==> config.mk <==
export PLATFORM = sky130hd
export DESIGN_NAME = control_sequencer
export DESIGN_NICKNAME = d
export VERILOG_FILES = /design/src/rtl/control_pkg.sv /design/src/rtl/step_decoder.sv /design/src/rtl/control_sequencer.sv
export SDC_FILE = /design/constraint.sdc
export NUM_CORES = 1
export LEC_CHECK = 0
export CORE_ASPECT_RATIO = 0.7
export CORE_MARGIN = 1
export CORE_UTILIZATION = 37
export DETAILED_ROUTE_END_ITERATION = 8
export GPL_TIMING_DRIVEN = 1
export HOLD_SLACK_MARGIN = 0.02
export PLACE_DENSITY_LB_ADDON = 0.15
export RECOVER_POWER = 50
export SKIP_CTS_REPAIR_TIMING = 1
export SLEW_MARGIN = 20
export SYNTH_ARGS = -nofsm -noshare
export SYNTH_HDL_FRONTEND = slang
export SYNTH_SLANG_ARGS = --single-unit
export TNS_END_PERCENT = 30
==> constraint.sdc <==
create_clock -name clk -period 2.3 [get_ports clk]
set_clock_uncertainty 0.2 [all_clocks]
set_input_delay 0.23 -clock clk [delete_from_list [all_inputs] [get_ports clk]]
set_output_delay 0.23 -clock clk [all_outputs]
set_load 0.03 [all_outputs]
==> src/rtl/control_pkg.sv <==
// -----------------------------------------------------------------------------
// control_pkg
// Shared definitions for the hardwired control sequencer:
//   - sequencer state encoding (IDLE, T0..T7, HALT)
//   - opcode constants and the opcode classifier
//   - ALU add select value
//   - IR field positions
//   - strobe bundle produced by the step decoder
// -----------------------------------------------------------------------------
package control_pkg;

   // ALU operation select that performs an add (address and immediate math).
   localparam logic [4:0] ADD_SEL = 5'b00011;

   // IR field positions.
   localparam int unsigned OP_MSB = 31;
   localparam int unsigned OP_LSB = 27;
   localparam int unsigned RA_MSB = 26;
   localparam int unsigned RA_LSB = 23;
   localparam int unsigned RB_MSB = 22;
   localparam int unsigned RB_LSB = 19;
   localparam int unsigned RC_MSB = 18;
   localparam int unsigned RC_LSB = 15;
   localparam int unsigned C_MSB  = 18;
   localparam int unsigned C_LSB  = 0;

   // Opcodes.
   localparam logic [4:0] OP_LD        = 5'b00000;
   localparam logic [4:0] OP_LDI       = 5'b00001;
   localparam logic [4:0] OP_ST        = 5'b00010;
   localparam logic [4:0] OP_ALU_FIRST = 5'b00011;  // add
   localparam logic [4:0] OP_ALU_LAST  = 5'b01011;
   localparam logic [4:0] OP_ADDI      = 5'b01100;
   localparam logic [4:0] OP_NOP       = 5'b11010;
   localparam logic [4:0] OP_HALT      = 5'b11011;

   typedef enum logic [3:0] {
      S_IDLE,
      S_T0, S_T1, S_T2, S_T3, S_T4, S_T5, S_T6, S_T7,
      S_HALT
   } state_t;

   typedef enum logic [2:0] {
      C_LD, C_LDI, C_ST, C_ALU, C_ADDI, C_NOP, C_HALT, C_ILLEGAL
   } op_class_t;

   // One bit per datapath strobe plus two sequencing hints:
   //   done     - this step ends the instruction
   //   mem_wait - this step is held until mem_ready
   typedef struct packed {
      logic pc_out;
      logic mdr_out;
      logic zlo_out;
      logic r_out;
      logic c_out;
      logic ba_out;
      logic mar_in;
      logic mdr_in;
      logic ir_in;
      logic pc_in;
      logic y_in;
      logic zlow_in;
      logic r_in;
      logic inc_pc;
      logic read;
      logic write;
      logic gra;
      logic grb;
      logic grc;
      logic halted;
      logic done;
      logic mem_wait;
   } strobes_t;

   function automatic op_class_t classify(input logic [4:0] op);
      if (op == OP_LD)   return C_LD;
      if (op == OP_LDI)  return C_LDI;
      if (op == OP_ST)   return C_ST;
      if (op >= OP_ALU_FIRST && op <= OP_ALU_LAST) return C_ALU;
      if (op == OP_ADDI) return C_ADDI;
      if (op == OP_NOP)  return C_NOP;
      if (op == OP_HALT) return C_HALT;
      return C_ILLEGAL;
   endfunction

   // Straight-line successor of an execute step; branching (waits, end of
   // instruction, halt) is handled by the sequencer.
   function automatic state_t next_step(input state_t s);
      case (s)
         S_T0:    return S_T1;
         S_T1:    return S_T2;
         S_T2:    return S_T3;
         S_T3:    return S_T4;
         S_T4:    return S_T5;
         S_T5:    return S_T6;
         S_T6:    return S_T7;
         default: return S_IDLE;
      endcase
   endfunction

endpackage

==> src/rtl/step_decoder.sv <==
// -----------------------------------------------------------------------------
// step_decoder
// Combinational map from (sequencer state, opcode) to the strobe vector.
// Ports:
//   state       - current sequencer state
//   opcode      - opcode of the instruction being sequenced
//   fetch_retry - 1 on the second and later cycles of a waiting T1
//   strb        - strobe bundle (datapath strobes + done/mem_wait hints)
//   op_sel      - ALU operation select
// -----------------------------------------------------------------------------
module step_decoder
   import control_pkg::*;
#(
   parameter int unsigned     OP_W    = 5,
   parameter logic [OP_W-1:0] ADD_SEL = control_pkg::ADD_SEL
) (
   input  state_t          state,
   input  logic [OP_W-1:0] opcode,
   input  logic            fetch_retry,
   output strobes_t        strb,
   output logic [OP_W-1:0] op_sel
);

   op_class_t cls;
   logic      mem_class;

   // NOTE: every output of a combinational block gets a default first, so
   // no path through the case statements can leave a value held (latch).
   always_comb begin
      strb      = '0;
      op_sel    = '0;
      cls       = classify(opcode);
      mem_class = (cls == C_LD) || (cls == C_ST);

      case (state)
         S_T0: begin
            strb.pc_out  = 1'b1;
            strb.mar_in  = 1'b1;
            strb.inc_pc  = 1'b1;
            strb.zlow_in = 1'b1;
         end
         S_T1: begin
            strb.zlo_out  = 1'b1;
            strb.read     = 1'b1;
            strb.mdr_in   = 1'b1;
            strb.mem_wait = 1'b1;
            // Incremented PC is loaded once, even if the fetch waits.
            strb.pc_in    = !fetch_retry;
         end
         S_T2: begin
            strb.mdr_out = 1'b1;
            strb.ir_in   = 1'b1;
            strb.done    = (cls == C_NOP);
         end
         S_T3: begin
            strb.grb    = 1'b1;
            strb.r_out  = 1'b1;
            strb.y_in   = 1'b1;
            // Base-address form: R0 as base reads as zero.
            strb.ba_out = mem_class || (cls == C_LDI);
         end
         S_T4: begin
            strb.zlow_in = 1'b1;
            if (cls == C_ALU) begin
               strb.grc  = 1'b1;
               strb.r_out = 1'b1;
               op_sel    = opcode;
            end else begin
               strb.c_out = 1'b1;
               op_sel     = ADD_SEL;
            end
         end
         S_T5: begin
            strb.zlo_out = 1'b1;
            if (mem_class) begin
               strb.mar_in = 1'b1;
            end else begin
               strb.gra  = 1'b1;
               strb.r_in = 1'b1;
               strb.done = 1'b1;
            end
         end
         S_T6: begin
            strb.mdr_in = 1'b1;
            if (cls == C_ST) begin
               strb.gra   = 1'b1;
               strb.r_out = 1'b1;
            end else begin
               strb.read     = 1'b1;
               strb.mem_wait = 1'b1;
            end
         end
         S_T7: begin
            strb.done = 1'b1;
            if (cls == C_ST) begin
               strb.write    = 1'b1;
               strb.mem_wait = 1'b1;
            end else begin
               strb.mdr_out = 1'b1;
               strb.gra     = 1'b1;
               strb.r_in    = 1'b1;
            end
         end
         S_HALT:  strb.halted = 1'b1;
         default: ;
      endcase
   end

endmodule

==> src/rtl/control_sequencer.sv <==
// -----------------------------------------------------------------------------
// control_sequencer
// Hardwired control unit upstream of the datapath. Runs fetch (T0-T2), then
// sequences the execute steps of the latched opcode. Memory steps hold until
// mem_ready. An undefined opcode sets the sticky illegal flag and halts.
// Ports:
//   clk        - system clock, rising edge
//   clr        - asynchronous active-low reset
//   run        - level; 1 permits instruction issue
//   mem_ready  - memory acknowledge for Read/Write
//   ir         - IR contents from the datapath
//   PC_out .. BAout          - bus drivers
//   MARin .. Rin             - register loads
//   IncPC, Read, Write       - PC and memory control
//   Gra, Grb, Grc            - register field selects
//   op_sel                   - ALU operation
//   instr_done               - pulse in the final step of each instruction
//   halted                   - in HALT state
//   illegal                  - sticky, set on an undefined opcode
// -----------------------------------------------------------------------------
module control_sequencer #(
   parameter int unsigned     DATA_W  = 32,
   parameter int unsigned     OP_W    = 5,
   parameter logic [OP_W-1:0] ADD_SEL = control_pkg::ADD_SEL
) (
   input  logic              clk,
   input  logic              clr,
   input  logic              run,
   input  logic              mem_ready,
   input  logic [DATA_W-1:0] ir,
   output logic              PC_out,
   output logic              MDR_out,
   output logic              Zlo_out,
   output logic              R_out,
   output logic              C_out,
   output logic              BAout,
   output logic              MARin,
   output logic              MDRin,
   output logic              IRin,
   output logic              PCin,
   output logic              Yin,
   output logic              Zlowin,
   output logic              Rin,
   output logic              IncPC,
   output logic              Read,
   output logic              Write,
   output logic              Gra,
   output logic              Grb,
   output logic              Grc,
   output logic [OP_W-1:0]   op_sel,
   output logic              instr_done,
   output logic              halted,
   output logic              illegal
);

   import control_pkg::*;

   state_t          state_q, state_d;
   logic [OP_W-1:0] op_q;
   logic            fetch_retry_q;
   logic            illegal_q;

   logic [OP_W-1:0] ir_op;
   logic [OP_W-1:0] dec_op;
   op_class_t       ir_cls;
   strobes_t        strb;
   logic            unused_ir_fields;

   assign ir_op  = ir[DATA_W-1 -: OP_W];
   assign ir_cls = classify(ir_op);
   // Register fields are consumed by the datapath's select-and-encode logic.
   assign unused_ir_fields = ^{ir[RA_MSB:RA_LSB], ir[RB_MSB:RB_LSB],
                               ir[RC_MSB:RC_LSB], ir[C_MSB:C_LSB]};

   // The latched copy only updates at the end of T2, so T2 itself (where a
   // nop ends) decodes the live IR field.
   assign dec_op = (state_q == S_T2) ? ir_op : op_q;

   step_decoder #(
      .OP_W    (OP_W),
      .ADD_SEL (ADD_SEL)
   ) u_step_decoder (
      .state       (state_q),
      .opcode      (dec_op),
      .fetch_retry (fetch_retry_q),
      .strb        (strb),
      .op_sel      (op_sel)
   );

   always_comb begin
      state_d = state_q;
      case (state_q)
         S_IDLE: if (run) state_d = S_T0;
         S_HALT: state_d = S_HALT;
         default: begin
            if (strb.mem_wait && !mem_ready) begin
               state_d = state_q;
            end else if (strb.done) begin
               state_d = run ? S_T0 : S_IDLE;
            end else if (state_q == S_T2 &&
                         (ir_cls == C_HALT || ir_cls == C_ILLEGAL)) begin
               state_d = S_HALT;
            end else begin
               state_d = next_step(state_q);
            end
         end
      endcase
   end

   // NOTE: sequential state uses non-blocking assignments so every register
   // samples pre-edge values, independent of statement order.
   always_ff @(posedge clk or negedge clr) begin
      if (!clr) begin
         state_q       <= S_IDLE;
         op_q          <= '0;
         fetch_retry_q <= 1'b0;
         illegal_q     <= 1'b0;
      end else begin
         state_q       <= state_d;
         fetch_retry_q <= (state_q == S_T1) && !mem_ready;
         if (state_q == S_T2) begin
            op_q <= ir_op;
            if (ir_cls == C_ILLEGAL) illegal_q <= 1'b1;
         end
      end
   end

   assign PC_out     = strb.pc_out;
   assign MDR_out    = strb.mdr_out;
   assign Zlo_out    = strb.zlo_out;
   assign R_out      = strb.r_out;
   assign C_out      = strb.c_out;
   assign BAout      = strb.ba_out;
   assign MARin      = strb.mar_in;
   assign MDRin      = strb.mdr_in;
   assign IRin       = strb.ir_in;
   assign PCin       = strb.pc_in;
   assign Yin        = strb.y_in;
   assign Zlowin     = strb.zlow_in;
   assign Rin        = strb.r_in;
   assign IncPC      = strb.inc_pc;
   assign Read       = strb.read;
   assign Write      = strb.write;
   assign Gra        = strb.gra;
   assign Grb        = strb.grb;
   assign Grc        = strb.grc;
   assign halted     = strb.halted;
   assign illegal    = illegal_q;
   // A waiting final step (st write) completes only on its acknowledged cycle.
   assign instr_done = strb.done && (!strb.mem_wait || mem_ready);

endmodule

After elaboration in Yosys (flattened, before gate mapping) --
Cells that the tools add are included. Widths: inputs -> output; s select.
Storage, ports and cells: register bits after elaboration 11, input port bits 36, output and inout port bits 27, logic and storage cells 183
Cells by class: $lt $le $gt $ge 4, eq/ne operators 27, multiplexer cells 126, reductions and logical operators 22
Operators with widths (count):
- $mux 3 | 34
- $mux 1 | 75
- $pmux 4 s7 | 1
- $eq 5x5->1 const B | 4
- $eq 4x3->1 const B | 4
- $mux 4 | 4
- $mux 5 | 3
- $pmux 1 s3 | 4
- $eq 5x1->1 const B | 2
- $eq 5x2->1 const B | 2
- $eq 5x4->1 const B | 2
- $ge 5x2->1 const B | 2
- $le 5x4->1 const B | 2
- $logic_not 5->1 | 2
- $eq 3x3->1 const B | 3
- $eq 4x2->1 const B | 2
- $eq 4x4->1 const B | 2
- $pmux 1 s2 | 4
- $pmux 4 s2 | 1
- $eq 3x2->1 const B | 2
- $logic_and 1x1->1 | 6
- $reduce_or 2->1 | 3
- $eq 4x1->1 const B | 1
- $logic_not 4->1 | 1
- 7 further kinds | 13

Logic depth before layout (Yosys ltp) --
Gate-level depths: netlist of the first run.
word-level depth 39, gate-level depth with buffers 8, mapped depth without buffers 7

Hierarchy --
Synthesis of the first run repeated with hierarchy kept, for this count alone.
Unflattened totals: cells, all modules 130, area, all modules 1068.5 µm²
Modules (own cells, without submodules):
- control_sequencer | times used 1, cells each 63, area an instance 649.4 µm², seq. area each 275.3 µm²
- step_decoder | times used 1, cells each 67, area an instance 419.2 µm², seq. area each 0.0 µm²

Least setup slack after synthesis of the first run --
No wires, ideal clock.
path kind register to output, start register state_q[1], end output BAout, data arrival time 2.010 ns, required time 1.870 ns, path slack -0.140 ns, stages on the path, launching flop included 5, cell sequence dfrtp_1 buf_2 buf_1 nor3_1 and4_1
Between the ends: cells in the longest elaborated chain, start to end 23
RTL lines:
- start: declaration | RTL line control_sequencer.sv:58 | state_t state_q, state_d;
- start signal: assignment | RTL line control_sequencer.sv:119 | state_q <= state_d;
- $eq 4x2->1 | RTL line control_sequencer.sv:77 | assign dec_op = (state_q == S_T2) ? ir_op : op_q;
- $mux 5
- $eq 5x1->1 | RTL line control_pkg.sv:77 | if (op == OP_LDI) return C_LDI;
- $mux 3 (2 in a row) | RTL line control_pkg.sv:77
- $mux 3 (2 in a row) | RTL line control_pkg.sv:78 | if (op == OP_ST) return C_ST;
- $mux 3 | RTL line control_pkg.sv:77
- $mux 3 | RTL line control_pkg.sv:79 | if (op >= OP_ALU_FIRST && op <= OP_ALU_LAST) return C_ALU;
- $mux 3 | RTL line control_pkg.sv:80 | if (op == OP_ADDI) return C_ADDI;
- (+5 left out)
- $mux 3 | RTL line control_pkg.sv:80
- $mux 3 | RTL line control_pkg.sv:79
- $mux 3 | RTL line control_pkg.sv:78
- $mux 3 | RTL line control_pkg.sv:77
- $eq 3x2->1 / $logic_not 3->1 (equally long branches) | RTL line step_decoder.sv:33 | mem_class = (cls == C_LD) || (cls == C_ST);
- $logic_or 1x1->1 | RTL line step_decoder.sv:33
- $logic_or 1x1->1 | RTL line step_decoder.sv:60 | strb.ba_out = mem_class || (cls == C_LDI);
- $mux 1 (*) | RTL line step_decoder.sv:35 | case (state)
- end: declaration | RTL line control_sequencer.sv:36 | output logic BAout,
Mark *: on every way between the ends. The rest lies on a longest branch, timed or not. The select of a mux whose other input is x is not followed.

Worst setup path after layout of the first run --
start register op_q[2], end output instr_done
Between the ends: cells in the longest elaborated chain, start to end 24
RTL lines:
- start: declaration | RTL line control_sequencer.sv:59 | logic [OP_W-1:0] op_q;
- start signal: assignment | RTL line control_sequencer.sv:122 | op_q <= ir_op;
- $mux 5 (*)
- $eq 5x1->1 | RTL line control_pkg.sv:77
- $mux 3 (2 in a row) | RTL line control_pkg.sv:77
- $mux 3 (2 in a row) | RTL line control_pkg.sv:78
- $mux 3 | RTL line control_pkg.sv:77
- $mux 3 | RTL line control_pkg.sv:79
- $mux 3 | RTL line control_pkg.sv:80
- $mux 3 | RTL line control_pkg.sv:81 | if (op == OP_NOP) return C_NOP;
- (+6 left out)
- $mux 3 | RTL line control_pkg.sv:78
- $mux 3 (*) | RTL line control_pkg.sv:77
- $eq 3x2->1 | RTL line step_decoder.sv:33, step_decoder.sv:85, step_decoder.sv:95
- $mux 1 (on tied branches) | RTL line step_decoder.sv:95, step_decoder.sv:85
- $pmux 1 s3 | RTL line step_decoder.sv:35
- $logic_not 1->1 | RTL line control_sequencer.sv:150 | assign instr_done = strb.done && (!strb.mem_wait || mem_ready);
- $logic_or 1x1->1 | RTL line control_sequencer.sv:150
- $logic_and 1x1->1 (*) | RTL line control_sequencer.sv:150
- end: declaration | RTL line control_sequencer.sv:51 | output logic instr_done,
Marked as above.

==> run_results.csv, run 1 <==
group,metric,value,unit
run_status,status,"complete, but fails checks",
run_status,violated_checks,"setup timing",
sta,finalCritPeriodShare,103.1,%
worst_setup_path,timing.critical_path.depth,7,
cts,clkLatencyLatePin,0.23,ns
power,cellPowerDensity,1449,nW/um2
synth,synth_seq_area_share,27.19,%
cells_and_area,num_antenna_cells,0,
cts,clock_sink_count,11,
place,globalplace.congestion,0.8782,
floorplan,fp-row-count,15,
worst_setup_path,crit_path_cell_trace,"or4_4, nor2_4, o21ai_2, buf_4, a31oi_1, o21a_1, buf_6",
drt,detail_route.first_pass.iterations,4,
power,power.share.clock,7.5,%
power,power_leakage,0.9410,nW
worst_setup_path,worst_setup_path_type,"register to output port",
cells_and_area,nets,238,
power,relative_contribution_of_sequential_cells_to_total_power,14.0,%
cts,cts-htree-levels,1,
worst_setup_path,worst-path-max-fanout,2,
global_routing,grt_pass1_vias,1076,
sta,timing.final.ws_setup,-0.07016,ns
worst_setup_path,critical_path.reg2reg.endpoint,"state_q[0]$_DFFE_PN0P_",
sta,hold_violations,0,
drt,detail_route.wl_per_cell,15.03,um
place,dp_hpwl,2614,um
power,power.switching,1.261,mW
sta,f_max,421.9,MHz
place,buffer_ports.inserted,34,
cts,clkTransAtPathRegs,0.05,ns
floorplan,start_util,39.95,%
sta,rsz_0062_raised_after_global_routing,"true",
min_path,hp-class,"primary input to async pin",
global_routing,antenna_found_initial,0,
synth,synth-seq-cells,11,
sta,setup_viol_count_final,3,
synth,netlist_area,1012,um2
sta,number_of_pins_exceeding_their_max_slew_limit_in_the_final_report,0,
drt,detail-route-antenna-nets,0,
worst_setup_path,critPathTopFamily,"simple AND/OR/NAND/NOR gates",
place,place_inst,225,
worst_setup_path,critPathCaptureType,"output port",
cts,cts_buffers,3,
cts,cts_root_buf,"sky130_fd_sc_hd__clkbuf_8",
drt,drt_wl_total,3533,um
global_routing,grt_first_pass_wirelength,5285,um
synth,synth.avg_cell_area,7.388,um2
worst_setup_path,critical_path.slowest_cell,"sky130_fd_sc_hd__or4_4",
flow_run,drv_cap,0,
floorplan,die_x,64.52,um
worst_setup_path,timing.critical_path.slowest_cell_delay,0.58,ns
synth,synth_cell_types,43,
worst_setup_path,cp.buffers_inverters,2,
global_routing,groute.usage.overall,24.10,%
synth,syn-instance-count,137,
worst_setup_path,worst-r2r-cell-count,5,
floorplan,die_height,45.76,um
power,combinationalPowerShare,78.5,%
sta,setup_total_negative_slack,-0.09901,ns
power,internal-power,1.246,mW
power,power.share.switching,50.30,%
floorplan,floorplan.core_area,2534,um2
global_routing,grt.overflow.total,0,
drt,route.vias.total,1302,
cts,cts_tree,"yes",
synth,synth_warnings,0,
cells_and_area,area.growth.synth_to_final,70.95,%
synth,ys.flop_type,"sky130_fd_sc_hd__dfrtp_1",
cells_and_area,finalCoreUtilization,68.30,%
worst_setup_path,critical_path_arrival,1.94,ns
cells_and_area,finish.cell_count_without_fillers,235,
floorplan,ios,63,
worst_setup_path,crit_path_end,"instr_done",
worst_setup_path,crit-reg2reg-launch,"op_q[2]$_DFF_PN0_",
worst_setup_path,timing.critical_path.from_type,"register",
floorplan,design.die.area,2952,um2
cts,cts.path.max_buffers,2,
cells_and_area,final_cell_mix,"sky130_fd_sc_hd__buf_4 (43), sky130_fd_sc_hd__nand2_1 (19), sky130_fd_sc_hd__nor2_1 (17)",
drt,number_of_vias_per_cell,5.540,
sta,timing.final.crit_period,2.370,ns
power,vdd_drop_max,0.6627,mV
global_routing,grt_start_max_net_pins,16,
drt,drtIter0Drc,116,
synth,async_flop_share,100.0,%
worst_setup_path,cp-startpoint,"op_q[2]$_DFF_PN0_",
synth,synth_edf_count,0,
worst_setup_path,rrSetupSlack,0.13,ns
cells_and_area,layout_commonest_cell,"sky130_fd_sc_hd__buf_4",
synth,synth.net_count,173,
worst_setup_path,worstPathRequired,1.87,ns
drt,drc_errors,0,
cells_and_area,layout-drive-gt1-share,36.32,%
## per-stage QoR
step	cell area, um2	hold WS, ns	setup WS, ns	total power, mW
floorplan	1017	-0.2656	-0.06899	1.422
global placement	1543	0.2655	-0.09163	2.114
detailed placement	1543	0.3064	-0.1004	2.146
CTS	1588	0.1400	-0.3603	2.351
global route	1730	0.2385	-0.1508	2.669
finish	1730	0.1909	-0.07016	2.508
## routing by layer
| layer | up-vias | share of wire [%] | GRT usage [%] |
|---|---|---|---|
| met5 | - | 0 | 0 |
| met4 | 0 | 0.82 | 6.667 |
| met3 | 4 | 7.8 | 0.7500 |
| met2 | 60 | 47 | 37.05 |
| met1 | 624 | 45 | 36.99 |
| li1 | 614 | - | - |
## sequential cells by signal, indices dropped and copies added (netlist names)
register and flops:
op_q 5, state_q 4, fetch_retry_q 1, illegal 1
## cells in the mapped netlist (all sizes together), types with 3 or more instances
library cell	n	area share (%)
a211o	3	2.7
a211oi	3	2.2
a21oi	9	4.4
a31oi	5	3.1
buf	6	3.6
clkbuf	5	1.9
dfrtp	11	27
inv	4	1.5
nand2	21	7.8
nand2b	5	3.1
nand3	4	2.5
nor2	20	7.4
nor3	6	4.1
nor4	3	1.9
o21ai	6	3.7
## cell families (layout without fill, tap and decap cells)
group / after synthesis / after routing / synth area share, %
buffers and inverters: 15 / 79 / 6.921
AOI/OAI and AO/OA: 37 / 37 / 27.20
and+or+nand+nor: 71 / 71 / 36.34
DFF: 11 / 11 / 27.19
muxes: 2 / 2 / 1.978
other: 1 / 1 / 0.3705
## worst reg2reg max path, delay by kind of cell (launching register included)
family,cells,cell delay (ns)
flip-flops,1,0.38
buffers and inverters,1,0.19
AND/OR/NAND/NOR,1,0.58
AO/OA/AOI/OAI,3,0.73
## power groups by stage
stage          combinational, mW  clock (mW)  sequential, mW
2_1_floorplan               1.05           0           0.376
3_3_place_gp                1.78           0           0.334
3_5_place_dp                1.81           0           0.340
4_1_cts                     1.82       0.191           0.341
5_1_grt                     2.11       0.200           0.361
6_report                    1.97       0.187           0.352
## layout make-up
| type | instances | area (um2) |
|---|---|---|
| Tap cell | 34 | 42.54 |
| Timing Repair Buffer | 71 | 613.1 |
| Fill cell | 221 | 803.3 |
| Inverter | 4 | 17.52 |
| Sequential cell | 11 | 275.3 |
| Clock buffer | 4 | 45.04 |
| Multi-Input combinational cell | 111 | 737.0 |
## how the worst min path moves through the flow
stage | slack [ns] | cells after the start | to | from
floorplan | -0.27 | 0 | fetch_retry_q$_DFF_PN0_ | clr
global placement | 0.27 | 1 | illegal$_DFFE_PN0P_ | illegal$_DFFE_PN0P_
detailed placement | 0.31 | 1 | illegal$_DFFE_PN0P_ | illegal$_DFFE_PN0P_
CTS | 0.14 | 1 | op_q[3]$_DFF_PN0_ | clr
global route | 0.24 | 1 | op_q[3]$_DFF_PN0_ | clr
finish | 0.19 | 1 | op_q[3]$_DFF_PN0_ | clr
Power figures use the tool's default switching activity.
==> run 2, diff against run 1 <==
Settings changed: CAP_MARGIN set to 20, RECOVER_POWER 50 to 100.
==> run_results.csv, run 2 (synthesized netlist as in run 1, its figures left out) <==
group,metric,value,unit
cts,clock_sink_count,11,
global_routing,grt_first_pass_wirelength,5285,um
cts,clkLatencyLatePin,0.23,ns
power,cellPowerDensity,1460,nW/um2
cells_and_area,nets,238,
worst_setup_path,critical_path_arrival,1.94,ns
place,globalplace.congestion,0.8782,
worst_setup_path,worstPathRequired,1.87,ns
cts,cts.path.max_buffers,2,
sta,timing.final.ws_setup,-0.07279,ns
floorplan,die_height,45.76,um
global_routing,grt_pass1_vias,1076,
worst_setup_path,timing.critical_path.from_type,"register",
power,relative_contribution_of_sequential_cells_to_total_power,14.3,%
worst_setup_path,worst-path-max-fanout,2,
cells_and_area,finish.cell_count_without_fillers,235,
power,internal-power,1.199,mW
cells_and_area,biggestRegsByFlops,"op_q x5, state_q x4",
floorplan,floorplan.core_area,2534,um2
global_routing,grt_start_max_net_pins,16,
place,dp_hpwl,2614,um
sta,finalCritPeriodShare,103.2,%
cells_and_area,area.growth.synth_to_final,67.12,%
floorplan,design.die.area,2952,um2
cells_and_area,final_cell_mix,"sky130_fd_sc_hd__buf_4 (42), sky130_fd_sc_hd__nand2_1 (19), sky130_fd_sc_hd__nor2_1 (17)",
drt,detail-route-antenna-nets,0,
flow_run,drv_cap,0,
power,power.share.switching,51.42,%
worst_setup_path,critPathTopFamily,"simple AND/OR/NAND/NOR gates",
global_routing,grt.overflow.total,0,
worst_setup_path,critPathCaptureType,"output port",
cells_and_area,layout-drive-gt1-share,35.82,%
cts,cts_tree,"yes",
cts,cts_buffers,3,
drt,detail_route.first_pass.iterations,4,
power,power.switching,1.270,mW
worst_setup_path,timing.critical_path.slowest_cell_delay,0.58,ns
sta,number_of_pins_exceeding_their_max_slew_limit_in_the_final_report,0,
worst_setup_path,cp.buffers_inverters,2,
sta,f_max,421.4,MHz
power,vdd_drop_max,0.6471,mV
cts,cts_root_buf,"sky130_fd_sc_hd__clkbuf_8",
sta,hold_violations,0,
worst_setup_path,crit_path_cell_trace,"or4_4, nor2_4, o21ai_2, buf_4, a31oi_1, o21a_1, buf_6",
floorplan,fp-row-count,15,
sta,rsz_0062_raised_after_global_routing,"true",
cells_and_area,layout_commonest_cell,"sky130_fd_sc_hd__buf_4",
cells_and_area,largest_register_ffs,5,
floorplan,ios,63,
power,power.share.clock,7.6,%
drt,drc_errors,0,
sta,setup_viol_count_final,3,
cts,clkTransAtPathRegs,0.05,ns
global_routing,antenna_found_initial,0,
drt,number_of_vias_per_cell,5.536,
cells_and_area,nFillCells,234,
floorplan,start_util,39.95,%
drt,drt_wl_total,3560,um
run_status,status,"complete, but fails checks",
sta,timing.final.crit_period,2.373,ns
drt,drtIter0Drc,117,
place,buffer_ports.inserted,34,
worst_setup_path,critical_path.slowest_cell,"sky130_fd_sc_hd__or4_4",
cts,cts-htree-levels,1,
min_path,hp-class,"primary input to async pin",
run_status,violated_checks,"setup timing",
global_routing,groute.usage.overall,24.10,%
power,combinationalPowerShare,78.1,%
place,place_inst,225,
worst_setup_path,crit-reg2reg-launch,"op_q[2]$_DFF_PN0_",
cells_and_area,finalCoreUtilization,66.77,%
cells_and_area,num_antenna_cells,0,
power,power_leakage,0.8676,nW
worst_setup_path,worst_setup_path_type,"register to output port",
worst_setup_path,cp-startpoint,"op_q[2]$_DFF_PN0_",
drt,route.vias.total,1301,
floorplan,die_x,64.52,um
cells_and_area,largest_register,"op_q",
drt,detail_route.wl_per_cell,15.15,um
-- run 2: path summary, 6_finish.rpt --
path                                           end  slack (ns)  depth (start not counted)
setup / recovery                        instr_done       -0.07                          7
hold / removal                   op_q[3]$_DFF_PN0_        0.19                          1
setup reg to reg            state_q[0]$_DFFE_PN0P_        0.12                          5
hold reg to reg                illegal$_DFFE_PN0P_        0.32                          1
max in group asynchronous  fetch_retry_q$_DFF_PN0_        1.38                          1
min in group clk               illegal$_DFFE_PN0P_        0.32                          1
-- run 2: final cells by class --
| cell class | instances | area (um2) | area share (%) |
|---|---|---|---|
| multi-input cells | 111 | 737.0 | 43.57 |
| repair buffers | 71 | 574.3 | 33.95 |
| flip-flops and latches | 11 | 275.3 | 16.27 |
| clock buffers | 4 | 45.04 | 2.663 |
| well taps | 34 | 42.54 | 2.515 |
| inverters | 4 | 17.52 | 1.036 |
-- run 2: routing by layer --
metal | share of wire (%) | GRT usage, %
met5 | 0 | 0
met4 | 0.93 | 6.667
met3 | 7.5 | 0.7500
met2 | 46 | 37.05
met1 | 45 | 36.99
-- run 2: power groups by stage --
stage	registers (mW)	logic, mW	clock network, mW
2_1_floorplan	0.376	1.05	0
3_3_place_gp	0.334	1.78	0
3_5_place_dp	0.340	1.81	0
4_1_cts	0.341	1.82	0.191
5_1_grt	0.361	2.06	0.200
6_report	0.352	1.93	0.188
-- run 2: stage by stage --
stage	hold slack, ns	setup TNS (ns)	setup WS [ns]	power (mW)	cell area (um2)
finish	0.1912	-0.1110	-0.07279	2.469	1692
global route	0.2385	-0.4228	-0.1508	2.623	1692
CTS	0.1400	-1.814	-0.3603	2.351	1588
detailed placement	0.3064	-0.1331	-0.1004	2.146	1543
global placement	0.2655	-0.1380	-0.09163	2.114	1543
floorplan	-0.2656	-0.07560	-0.06899	1.422	1017
